`config.mk`:
```
export PLATFORM = sky130hd
export DESIGN_NAME = hazard_control_flat
export DESIGN_NICKNAME = d
export VERILOG_FILES = /design/src/rtl/hazard_control_if.sv /design/src/rtl/hazard_control.sv /design/src/flat_wrapper.sv
export SDC_FILE = /design/constraint.sdc
export NUM_CORES = 1
export LEC_CHECK = 0
export CAP_MARGIN = 20
export CORE_ASPECT_RATIO = 1.1
export CORE_MARGIN = 3
export CORE_UTILIZATION = 40
export DETAILED_ROUTE_END_ITERATION = 16
export GPL_ROUTABILITY_DRIVEN = 1
export HOLD_SLACK_MARGIN = 0.02
export PLACE_DENSITY = 0.69
export SLEW_MARGIN = 20
export SYNTH_ARGS = -nofsm -noshare
export SYNTH_HDL_FRONTEND = slang
export SYNTH_SLANG_ARGS = --single-unit
```
`constraint.sdc`:
```
create_clock -name clk -period 1.9 [get_ports clk]
set_input_delay 0.19 -clock clk [delete_from_list [all_inputs] [get_ports clk]]
set_output_delay 0.19 -clock clk [all_outputs]
set_load 0.02 [all_outputs]
```
`src/rtl/hazard_control_if.sv`:
```
// Hazard control bundle: ID/EX hazard inputs and pipeline control outputs.
// The master side (pipeline or bench) drives hazard inputs; the slave side
// (hazard_control) drives stall/flush/hold controls and the performance counters.
interface hazard_control_if;
    logic [0:4]  IDRs1;
    logic [0:4]  IDRs2;
    logic        IDUsesRs2;
    logic        EXMemRead;
    logic        EXRegWrite;
    logic [0:4]  EXRd;
    logic        Redirect;
    logic        MulDivStart;
    logic        Stall;
    logic        EXBubble;
    logic        IDFlush;
    logic        EXHold;
    logic        MulDivDone;
    logic [0:31] StallCount;
    logic [0:31] FlushCount;

    modport master (
        output IDRs1, IDRs2, IDUsesRs2, EXMemRead, EXRegWrite, EXRd, Redirect, MulDivStart,
        input  Stall, EXBubble, IDFlush, EXHold, MulDivDone, StallCount, FlushCount
    );

    modport slave (
        input  IDRs1, IDRs2, IDUsesRs2, EXMemRead, EXRegWrite, EXRd, Redirect, MulDivStart,
        output Stall, EXBubble, IDFlush, EXHold, MulDivDone, StallCount, FlushCount
    );
endinterface

```
`src/rtl/hazard_control.sv`:
```
// Pipeline hazard control: load-use stall, branch redirect flush, and a
// multi-cycle multiply/divide busy sequencer, plus saturating stall/flush counters.
module hazard_control #(
    parameter int unsigned MD_CYCLES = 5
) (
    input logic              clk,
    input logic              reset,
    hazard_control_if.slave  bus
);

    typedef enum logic {StRun, StMdBusy} state_e;

    // Busy lasts MD_CYCLES cycles: counter runs MD_CYCLES-1 down to 0.
    localparam logic [3:0] CntInit = 4'(MD_CYCLES - 1);

    state_e      state_q, state_d;
    logic [3:0]  cnt_q, cnt_d;
    logic [0:31] stall_count_q;
    logic [0:31] flush_count_q;

    logic load_use;
    logic stall;
    logic ex_bubble;
    logic id_flush;
    logic ex_hold;
    logic md_done;

    // Load in EX feeding a source register of ID; R0 never creates a hazard.
    always_comb begin
        load_use = bus.EXMemRead & bus.EXRegWrite & (bus.EXRd != 5'd0) &
                   ((bus.EXRd == bus.IDRs1) | (bus.IDUsesRs2 & (bus.EXRd == bus.IDRs2)));
    end

    // Next-state and control outputs; reset forces all controls low.
    always_comb begin
        state_d   = state_q;
        cnt_d     = cnt_q;
        stall     = 1'b0;
        ex_bubble = 1'b0;
        id_flush  = 1'b0;
        ex_hold   = 1'b0;
        md_done   = 1'b0;
        unique case (state_q)
            StRun: begin
                // Redirect wins over load-use: the stalled instruction is squashed anyway.
                if (bus.Redirect) begin
                    id_flush  = 1'b1;
                    ex_bubble = 1'b1;
                end else if (load_use) begin
                    stall     = 1'b1;
                    ex_bubble = 1'b1;
                end
                if (bus.MulDivStart) begin
                    state_d = StMdBusy;
                    cnt_d   = CntInit;
                end
            end
            StMdBusy: begin
                stall   = 1'b1;
                ex_hold = 1'b1;
                if (cnt_q == 4'd0) begin
                    md_done = 1'b1;
                    state_d = StRun;
                end else begin
                    cnt_d = cnt_q - 4'd1;
                end
            end
            default: begin
                state_d = StRun;
                cnt_d   = 4'd0;
            end
        endcase
        if (reset) begin
            stall     = 1'b0;
            ex_bubble = 1'b0;
            id_flush  = 1'b0;
            ex_hold   = 1'b0;
            md_done   = 1'b0;
        end
    end

    // State and down-counter register.
    always_ff @(posedge clk) begin
        if (reset) begin
            state_q <= StRun;
            cnt_q   <= 4'd0;
        end else begin
            state_q <= state_d;
            cnt_q   <= cnt_d;
        end
    end

    // Saturating performance counters.
    always_ff @(posedge clk) begin
        if (reset) begin
            stall_count_q <= '0;
            flush_count_q <= '0;
        end else begin
            if (stall && (stall_count_q != 32'hFFFF_FFFF)) begin
                stall_count_q <= stall_count_q + 32'd1;
            end
            if (id_flush && (flush_count_q != 32'hFFFF_FFFF)) begin
                flush_count_q <= flush_count_q + 32'd1;
            end
        end
    end

    assign bus.Stall      = stall;
    assign bus.EXBubble   = ex_bubble;
    assign bus.IDFlush    = id_flush;
    assign bus.EXHold     = ex_hold;
    assign bus.MulDivDone = md_done;
    assign bus.StallCount = stall_count_q;
    assign bus.FlushCount = flush_count_q;

endmodule

```
`src/flat_wrapper.sv`:
```
// flat-port wrapper written by rule: the top's interface ports become plain ports
module hazard_control_flat 
#(
    parameter int unsigned MD_CYCLES = 5
)
  (clk, reset, bus_IDRs1, bus_IDRs2, bus_IDUsesRs2, bus_EXMemRead, bus_EXRegWrite, bus_EXRd, bus_Redirect, bus_MulDivStart, bus_Stall, bus_EXBubble, bus_IDFlush, bus_EXHold, bus_MulDivDone, bus_StallCount, bus_FlushCount);
  hazard_control_if bus_i ();
  input logic clk;
  input logic reset;
  input wire logic [$bits(bus_i.IDRs1)-1:0] bus_IDRs1;
  input wire logic [$bits(bus_i.IDRs2)-1:0] bus_IDRs2;
  input wire logic [$bits(bus_i.IDUsesRs2)-1:0] bus_IDUsesRs2;
  input wire logic [$bits(bus_i.EXMemRead)-1:0] bus_EXMemRead;
  input wire logic [$bits(bus_i.EXRegWrite)-1:0] bus_EXRegWrite;
  input wire logic [$bits(bus_i.EXRd)-1:0] bus_EXRd;
  input wire logic [$bits(bus_i.Redirect)-1:0] bus_Redirect;
  input wire logic [$bits(bus_i.MulDivStart)-1:0] bus_MulDivStart;
  output wire logic [$bits(bus_i.Stall)-1:0] bus_Stall;
  output wire logic [$bits(bus_i.EXBubble)-1:0] bus_EXBubble;
  output wire logic [$bits(bus_i.IDFlush)-1:0] bus_IDFlush;
  output wire logic [$bits(bus_i.EXHold)-1:0] bus_EXHold;
  output wire logic [$bits(bus_i.MulDivDone)-1:0] bus_MulDivDone;
  output wire logic [$bits(bus_i.StallCount)-1:0] bus_StallCount;
  output wire logic [$bits(bus_i.FlushCount)-1:0] bus_FlushCount;
  assign bus_i.IDRs1 = bus_IDRs1;
  assign bus_i.IDRs2 = bus_IDRs2;
  assign bus_i.IDUsesRs2 = bus_IDUsesRs2;
  assign bus_i.EXMemRead = bus_EXMemRead;
  assign bus_i.EXRegWrite = bus_EXRegWrite;
  assign bus_i.EXRd = bus_EXRd;
  assign bus_i.Redirect = bus_Redirect;
  assign bus_i.MulDivStart = bus_MulDivStart;
  assign bus_Stall = bus_i.Stall;
  assign bus_EXBubble = bus_i.EXBubble;
  assign bus_IDFlush = bus_i.IDFlush;
  assign bus_EXHold = bus_i.EXHold;
  assign bus_MulDivDone = bus_i.MulDivDone;
  assign bus_StallCount = bus_i.StallCount;
  assign bus_FlushCount = bus_i.FlushCount;
  hazard_control #(.MD_CYCLES(MD_CYCLES)) u_core (.clk(clk), .reset(reset), .bus(bus_i));
endmodule
```
After elaboration in Yosys (flattened, before gate mapping)
Index checks and enable logic that the tools add are counted.
{ "op_classes": {"addsub": 3, "multipliers": 0, "div_mod_pow": 0, "order_cmp": 0, "n_eq_ne": 6, "n_shift": 0, "muxes": 21, "bitwise": 6, "n_reduce_logical": 5} }
{ "ops": {"columns": ["op", "n"], "rows": [
  ["32-bit by 1-bit adder with 32-bit output, second input constant", 2],
  ["32-bit inequality test, second input constant", 2],
  ["1-bit two-way mux", 16],
  ["5-bit equality test", 2],
  ["4-bit two-way mux", 2],
  ["4-bit case mux with 2 select lines", 1],
  ["5-bit nonzero test", 1],
  ["1-bit AND", 4],
  ["4-bit zero test", 1],
  ["2-bit inequality test, second input constant", 2],
  ["1-bit case mux with 2 select lines", 2],
  ["4-bit by 1-bit subtractor with 4-bit output, second input constant", 1],
  ["1-bit logical AND", 2],
  ["2-bit AND reduction", 1],
  ["1-bit NOT", 1],
  ["1-bit OR", 1]
]} }
{ "totals": {"reg_bits": 69, "latch_bits": 0, "ram_bits": 0, "romBits": 0, "input_bits": 22, "out_inout_bits": 69, "elab_cells": 45, "mem_count": 0} }

Depth between registers and ports, before layout
Gate-level depths: netlist (run 1).
{ "logic_depth": {"word_depth": 9, "mapped_depth": 9, "depth_no_buf": 8} }

Worst setup path after synthesis (run 1)
No wires, ideal clock.
{ "synth_path": {"path_kind": "register to register", "from": "register u_core.flush_count_q, in the netlist u_core.bus.FlushCount[28]", "to": "register u_core.flush_count_q, in the netlist u_core.bus.FlushCount[16]", "setup_ns": 0.128, "t_arrival_ns": 2.070, "required_ns": 1.772, "slack_ns": -0.298, "path_stages_with_launch": 9, "n_path_buf": 2, "synth_period_minus_slack_ns": 2.198, "cell_sequence": "dfxtp_1 > nand4_2 > or4_1 > buf_2 > nor3_4 > buf_6 > nor3_1 > xnor2_1 > nor2_1"} }
{ "synth_between": {"elab_chain_cells": 2, "word_cells_on_any_way": 3, "classes_between": "add/sub: 1; eq/ne: 1; reduce/logical: 1"} }
{ "synth_lines": {"columns": ["item", "line", "text"], "rows": [
  ["start, declared", "hazard_control.sv:19", "logic [0:31] flush_count_q;"],
  ["start signal, assigned", "hazard_control.sv:103", "flush_count_q <= flush_count_q + 32'd1;"],
  ["branches (longest 2 deep; another with 32-bit by 1-bit adder with 32-bit output)", null, null]
]} }
Parallel ways; which one is timed is not known.
A chain may end at the register's enable or synchronous reset.

Worst setup path in the final report (run 1)
{ "layout_path": {"from": "register u_core.flush_count_q, in the netlist u_core.bus.FlushCount[21]", "to": "register u_core.flush_count_q, in the netlist u_core.bus.FlushCount[19]"} }
The elaborated chain is that of the path after synthesis.

==> impl_metrics.csv, run 1 <==
group,metric,value,unit
run_status,status,"finished, violations left",
run_status,violations,"setup timing",
place,dp.cells,689,
power,leakagePower,2.07,nW
logic_synthesis,yosys-top-cells-count,"dfxtp_1, nor2_1, a21oi_1",
clock_network,h-tree-depth,3,
clock_network,postCtsHoldBufs,0,
worst_hold_path,worstHoldEndpoint,"u_core.cnt_q[0]$_SDFFE_PP0P_",
sta,tightest_slew,0.377,ns
sta,final_hold_viol_count,0,
logic_synthesis,avgSynthCellArea,7.96,um2
grt,grt_pass1_wl,16700,um
logic_synthesis,synth_compound_area_share,12.7,%
logic_synthesis,yosysTopAreaCell,"dfxtp_1",
logic_synthesis,syn_nets,470,
worst_setup_path,cp-start-kind,"flip-flop",
die,fp.dieH,105,um
die,core-area,8500,um2
drt,final_antenna_net_count,0,
power,fin_total_pwr,0.00276,W
grt,gr-usage-all-layers,20.4,%
logic_synthesis,synthesis.area,3540,um2
sta,fin_crit,1.95,ns
worst_hold_path,hold_path.class,"in2reg",
power,p_per_area,485,nW/um2
sta,setup_viol,33,
clock_network,clock_path_buffers,2,
worst_setup_path,path_max_fanout,7,
logic_synthesis,async_flop_share,0,%
worst_setup_path,critPathKind,"reg2reg",
sta,rsz0062_at_grt,"yes",
logic_synthesis,synth_ff_type,"dfxtp_1",
logic_synthesis,synth.most_common_cell,"dfxtp_1",
finish,fin_util,67.0,%
drt,drt-pass1-iter-count,4,
worst_setup_path,cp-end-kind,"flip-flop",
place,portBuffers,90,
drt,wl_per_cell,14.7,um
sta,layout_setup_ws,-0.0465,ns
die,initial_core_util,41.6,%
clock_network,clkTransAtPathRegs,0.08,ns
worst_setup_path,r2r-end,"u_core.bus.FlushCount[19]$_SDFFE_PP0P_",
worst_hold_path,hold_path.startpoint,"reset",
die,die_w,95.6,um
logic_synthesis,synth_top_family_by_area,"simple AND/OR/NAND/NOR gates",
grt,antenna_found_initial,0,
sta,hold_ws,0.230,ns
clock_network,cts.sinks,69,
die,io_pins,91,
logic_synthesis,synth_mux_area_share,0.283,%
die,placement_rows,35,
drt,drt_iter0_drc,125,
worst_setup_path,required,2.11,ns
logic_synthesis,synth_fa_ha_area_share,1.42,%
clock_network,clock_latency,0.34,ns
drt,finalWirelength,10600,um
sta,finalCritPeriodShare,102,%
clock_network,clockRootBuffer,"clkbuf_8",
logic_synthesis,synth_edf_count,0,
logic_synthesis,ys_types,42,
job,drv_cap,0,
grt,grt_max_degree,33,
logic_synthesis,syn-instance-count,444,
power,max-vdd-ir-drop,0.306,mV
place,gp_congestion,0.811,
worst_setup_path,r2r_start,"u_core.bus.FlushCount[21]$_SDFFE_PP0P_",
logic_synthesis,ys_seq_area_share,39.1,%
logic_synthesis,synth-xor-area-share,9.41,%
logic_synthesis,synth_seq_cells,69,
worst_setup_path,ff2ff_setup_slack,-0.05,ns
finish,drive_gt1_share,28.4,%
worst_setup_path,arrival,2.16,ns
logic_synthesis,yosys.area_share.simple,33.1,%
logic_synthesis,synth_area_leaders,"dfxtp_1, xnor2_1, or3_1, a21oi_1, nand3_1",
logic_synthesis,yosysWarningCount,0,
logic_synthesis,synth_top_area_share,39.1,%
finish,area_growth,61.0,%
sta,fin_skew,0.0115,ns
die,dieArea,10000,um2
finish,fin_nets,633,
grt,grt_pass1_vias,3684,
drt,drc_errors,0,
drt,vias,3899,
worst_setup_path,ff2ff_path_depth,7,
drt,avgViaCountPerCell,5.39,
clock_network,cts_tree,"yes",
clock_network,numCtsBuffers,9,
sta,slew_viol_final,0,
place,dp_hpwl,7380,um
finish,fin_cells,724,
sta,slew_headroom,74.9,%
sta,fmax,0.514,GHz
worst_hold_path,worstHoldPathCells,3,
grt,grt_remaining_overflow,0,
stage by stage:
step / instance area (um2) / worst slack, ns / TNS, ns
3_3_place_gp: 5130 / -0.442 / -15.74
4_1_cts: 5340 / -0.0514 / -0.170
2_1_floorplan: 3660 / -0.0108 / -0.0825
3_5_place_dp: 5130 / -0.515 / -16.75
6_report: 5690 / -0.0465 / -0.589
5_1_grt: 5690 / -0.171 / -5.12
what timing repair did:
item	in CTS	in global routing
setup endpoints to repair	45	48
gates cloned	0	3
pin swaps	10	38
resized for setup	29	72
setup buffers	2	13
placed cells by master, fill, tap and decap left out, types with 3 or more instances in the layout:
cell             count
ha_1                 3
dfxtp_4             14
nor4_2               3
buf_6                6
buf_4               66
nand2b_1             4
buf_2                5
o21ai_0             15
and3_1               4
nand4_1             17
and2_1               5
nor2_1              36
dlygate4sd2_1        7
nand2_1             24
a21oi_1             35
inv_1               11
o31ai_1              3
xor2_1               3
clkbuf_8            10
xnor2_1             33
dfxtp_1             40
clkinv_2             3
dfxtp_2             15
or3_1               30
clkdlybuf4s50_1     71
nand3_1             32
nor3_1              15
nor3_2               7
buf_12               5
o21ai_1             15
and4_1               5
o21ai_2              5
dlymetal6s2s_1       9
nor4_1               4
layout make-up:
| class | count | area (um2) |
|---|---|---|
| inverters | 13 | 48.8 |
| multi-input cells | 342 | 2250 |
| well taps | 111 | 139 |
| repair buffers | 172 | 1630 |
| diodes | 1 | 2.50 |
| clock inverters | 5 | 26.3 |
| fillers | 740 | 2800 |
| clock buffers | 11 | 141 |
| flip-flops and latches | 69 | 1450 |
worst max-delay path: stages (launching register included):
cell and delay (ns):
dfxtp_2 0.37, nand2_1 0.12, or4_4 0.56, nor3_4 0.31, buf_4 0.21, nor3_1 0.07
xnor2_1 0.13, nor2_1 0.05
worst max path at each step:
stage,startpoint,to,slack [ns],cells past startpoint
after floorplan,u_core.bus.FlushCount[19]$_SDFFE_PP0P_,u_core.bus.FlushCount[16]$_SDFFE_PP0P_,-0.01,8
final,u_core.bus.FlushCount[21]$_SDFFE_PP0P_,u_core.bus.FlushCount[19]$_SDFFE_PP0P_,-0.05,7
after global placement,bus_EXRd[1],bus_EXBubble,-0.44,7
after global routing,u_core.bus.StallCount[17]$_SDFFE_PP0P_,u_core.bus.StallCount[30]$_SDFFE_PP0P_,-0.17,8
after CTS,u_core.bus.StallCount[15]$_SDFFE_PP0P_,u_core.bus.StallCount[28]$_SDFFE_PP0P_,-0.05,9
after detailed placement,bus_EXRd[4],bus_Stall,-0.52,7
registers in the layout (all words and copies together), names as in the netlist:
name / count
u_core.bus.StallCount: 32
u_core.bus.FlushCount: 32
u_core.cnt_q: 4
u_core.state_q: 1
power by group:
part | internal, W | switching [W] | leakage [nW] | total (W)
logic | 0.000121 | 0.000130 | 1.41 | 0.000251
clock network | 0.000499 | 0.000561 | 0.0865 | 0.00106
registers | 0.00144 | 0.00000997 | 0.575 | 0.00145
logic make-up (layout without fill, tap and decap cells):
family                     after synthesis  in the layout
xor gates and xnor gates                38             38
buffers and inverters                   33            201
and+or+nand+nor                        215            215
other                                    0              1
adders and majority gates                4              4
muxes                                    1              1
AOI/OAI and AO/OA                       84             84
DFF                                     69             69
metal layers:
layer / GRT usage [%] / routed length, um
met1: 26.0 / 4680
met2: 34.7 / 5400
met3: 4.54 / 457
met4: 4.67 / 116
met5: 0 / 0
Power figures use the tool's default switching activity.
==> run 2, diff against run 1 <==
--- a/config.mk
+++ b/config.mk
@@ -7,12 +7,12 @@
 export LEC_CHECK = 0
 export CAP_MARGIN = 20
 export CORE_ASPECT_RATIO = 1.1
-export CORE_MARGIN = 3
-export CORE_UTILIZATION = 40
+export CORE_MARGIN = 2
+export CORE_UTILIZATION = 36
 export DETAILED_ROUTE_END_ITERATION = 16
 export GPL_ROUTABILITY_DRIVEN = 1
 export HOLD_SLACK_MARGIN = 0.02
-export PLACE_DENSITY = 0.69
+export PLACE_DENSITY = 0.63
 export SLEW_MARGIN = 20
 export SYNTH_ARGS = -nofsm -noshare
 export SYNTH_HDL_FRONTEND = slang
==> run 2 against run 1 <==
  * First-iteration DRC count increased by 8.8%
  * Critical path depth increased by 1
  * Wire length increased by 0.88%
  * The run now ends clean
  * Design area about the same
  * Critical path type unchanged
==> impl_metrics.csv, run 2 (synthesis gave the netlist of run 1 again) <==
group,metric,value,unit
run_status,status,"complete, no violations",
clock_network,clkTransAtPathRegs,0.08,ns
drt,final_antenna_net_count,0,
clock_network,clock_path_buffers,2,
sta,setup_viol,0,
finish,drive_gt1_share,28.1,%
worst_setup_path,cp-start-kind,"flip-flop",
clock_network,h-tree-depth,3,
drt,drt-pass1-iter-count,4,
power,leakagePower,1.98,nW
sta,finalCritPeriodShare,100,%
place,dp_hpwl,7240,um
clock_network,cts.sinks,69,
power,p_comb_share,8.1,%
worst_setup_path,path_max_fanout,9,
clock_network,postCtsHoldBufs,0,
clock_network,clockRootBuffer,"clkbuf_8",
power,intPower,0.00223,W
finish,antennaDiodeCount,0,
place,portBuffers,90,
die,dieArea,10600,um2
power,sw_frac_of_total,24.7,%
worst_setup_path,cp-end-kind,"flip-flop",
drt,avgViaCountPerCell,5.35,
die,initial_core_util,37.4,%
finish,area_growth,61.0,%
finish,design_area,5690,um2
power,p_switching,0.000731,W
power,max-vdd-ir-drop,0.279,mV
sta,tightest_slew,0.712,ns
die,placement_rows,37,
drt,finalWirelength,10700,um
worst_setup_path,arrival,2.18,ns
sta,final_hold_viol_count,0,
worst_setup_path,critPathKind,"reg2reg",
clock_network,cts_tree,"yes",
grt,grt_max_degree,65,
grt,antenna_found_initial,0,
grt,gr-usage-all-layers,18.8,%
power,sequentialPowerShare,48.9,%
place,gp_congestion,0.813,
sta,fmax,0.527,GHz
worst_hold_path,hold_path.class,"in2reg",
clock_network,clock_latency,0.35,ns
grt,grt_pass1_wl,16400,um
die,core-area,9440,um2
drt,drt_iter0_drc,136,
die,fp.dieH,108,um
power,clock_power_share,43.0,%
die,die_w,98.5,um
drt,vias,3843,
die,io_pins,91,
drt,wl_per_cell,15.0,um
place,place_area,5040,um2
power,fin_total_pwr,0.00296,W
clock_network,numCtsBuffers,9,
worst_setup_path,required,2.18,ns
sta,slew_headroom,52.6,%
sta,fin_crit,1.90,ns
finish,fin_nets,622,
power,p_per_area,521,nW/um2
finish,fin_util,60.3,%
finish,final_cell_mix,"clkdlybuf4s50_1, buf_4, dfxtp_1",
sta,slew_viol_final,0,
grt,grt_remaining_overflow,0,
finish,n_fill_cell,833,
sta,fin_skew,0.0135,ns
sta,rsz0062_at_grt,"yes",
drt,drc_errors,0,
finish,final_common_cell,"clkdlybuf4s50_1",
job,drv_cap,0,
sta,hold_ws,0.237,ns
grt,grt_pass1_vias,3597,
-- run 2: changes by cell type in the layout (fill, tap and decap cells not counted), moves of 3 or more --
cell | previous run | this run
o21ai_2 | 5 | 1
buf_4 | 66 | 57
nor3_2 | 7 | 10
o21ai_1 | 15 | 8
clkbuf_16 | 1 | 4
dlymetal6s2s_1 | 9 | 6
clkdlybuf4s50_1 | 71 | 74
o21ai_0 | 15 | 26
nor4_1 | 4 | 1
-- run 2: what timing repair did --
| action | CTS | global route |
|---|---|---|
| gates cloned | 1 | 5 |
| gates resized for setup | 31 | 61 |
| endpoints found under the setup margin | 43 | 55 |
| endpoints found under the hold margin | 0 | 0 |
| setup buffers | 2 | 8 |
| pin swaps | 6 | 27 |
-- run 2: area by class of cell --
| class | instances | area [um2] | share of cell area (%) |
|---|---|---|---|
| tap | 117 | 146 | 2.57 |
| clock buffer | 10 | 149 | 2.61 |
| multi-input combinational | 342 | 2290 | 40.2 |
| clock inverter | 6 | 58.8 | 1.03 |
| inverter | 13 | 51.3 | 0.901 |
| sequential | 69 | 1450 | 25.5 |
| timing repair buffer | 161 | 1550 | 27.2 |
-- run 2: path summary, 6_finish.rpt --
check,depth (start not counted),to,start,slack (ns)
max,8,u_core.bus.StallCount[10]$_SDFFE_PP0P_,u_core.bus.StallCount[29]$_SDFFE_PP0P_,0.0008
min,3,u_core.cnt_q[2]$_SDFFE_PP0P_,reset,0.24
max reg2reg,8,u_core.bus.StallCount[10]$_SDFFE_PP0P_,u_core.bus.StallCount[29]$_SDFFE_PP0P_,0.0008
min reg2reg,1,u_core.bus.StallCount[27]$_SDFFE_PP0P_,u_core.bus.StallCount[27]$_SDFFE_PP0P_,0.48
-- run 2: metrics by stage --
step,setup TNS [ns],setup WS (ns),std cells
floorplan,-0.0825,-0.0108,444
global placement,-15.85,-0.412,687
detailed placement,-19.26,-0.512,687
CTS,-0.154,-0.0572,706
global route,-3.19,-0.105,718
finish,0,0.000807,718
-- run 2: critical path: stages (launching register included) --
cell	delay [ns]
dfxtp_2	0.32
and3_4	0.19
and3_4	0.18
nand4_1	0.10
o211ai_1	0.12
buf_4	0.18
buf_6	0.13
or4_4	0.49
a21oi_2	0.13
-- run 2: power by group through the flow --
stage | Clock (W) | Combinational (W) | Sequential [W]
after floorplan | 0 | 0.000109 | 0.00149
after global placement | 0 | 0.000221 | 0.00148
after detailed placement | 0 | 0.000226 | 0.00148
after CTS | 0.00130 | 0.000233 | 0.00145
after global routing | 0.00136 | 0.000263 | 0.00145
final | 0.00127 | 0.000241 | 0.00145
-- run 2: layer usage --
layer / vias to the layer above / GRT usage [%] / routed length, um
met2: 91 / 32.5 / 5330
li1: 1902 / - / -
met1: 1840 / 23.3 / 4820
met3: 10 / 4.65 / 485
met4: 0 / 5.09 / 111
met5: - / 0 / 0
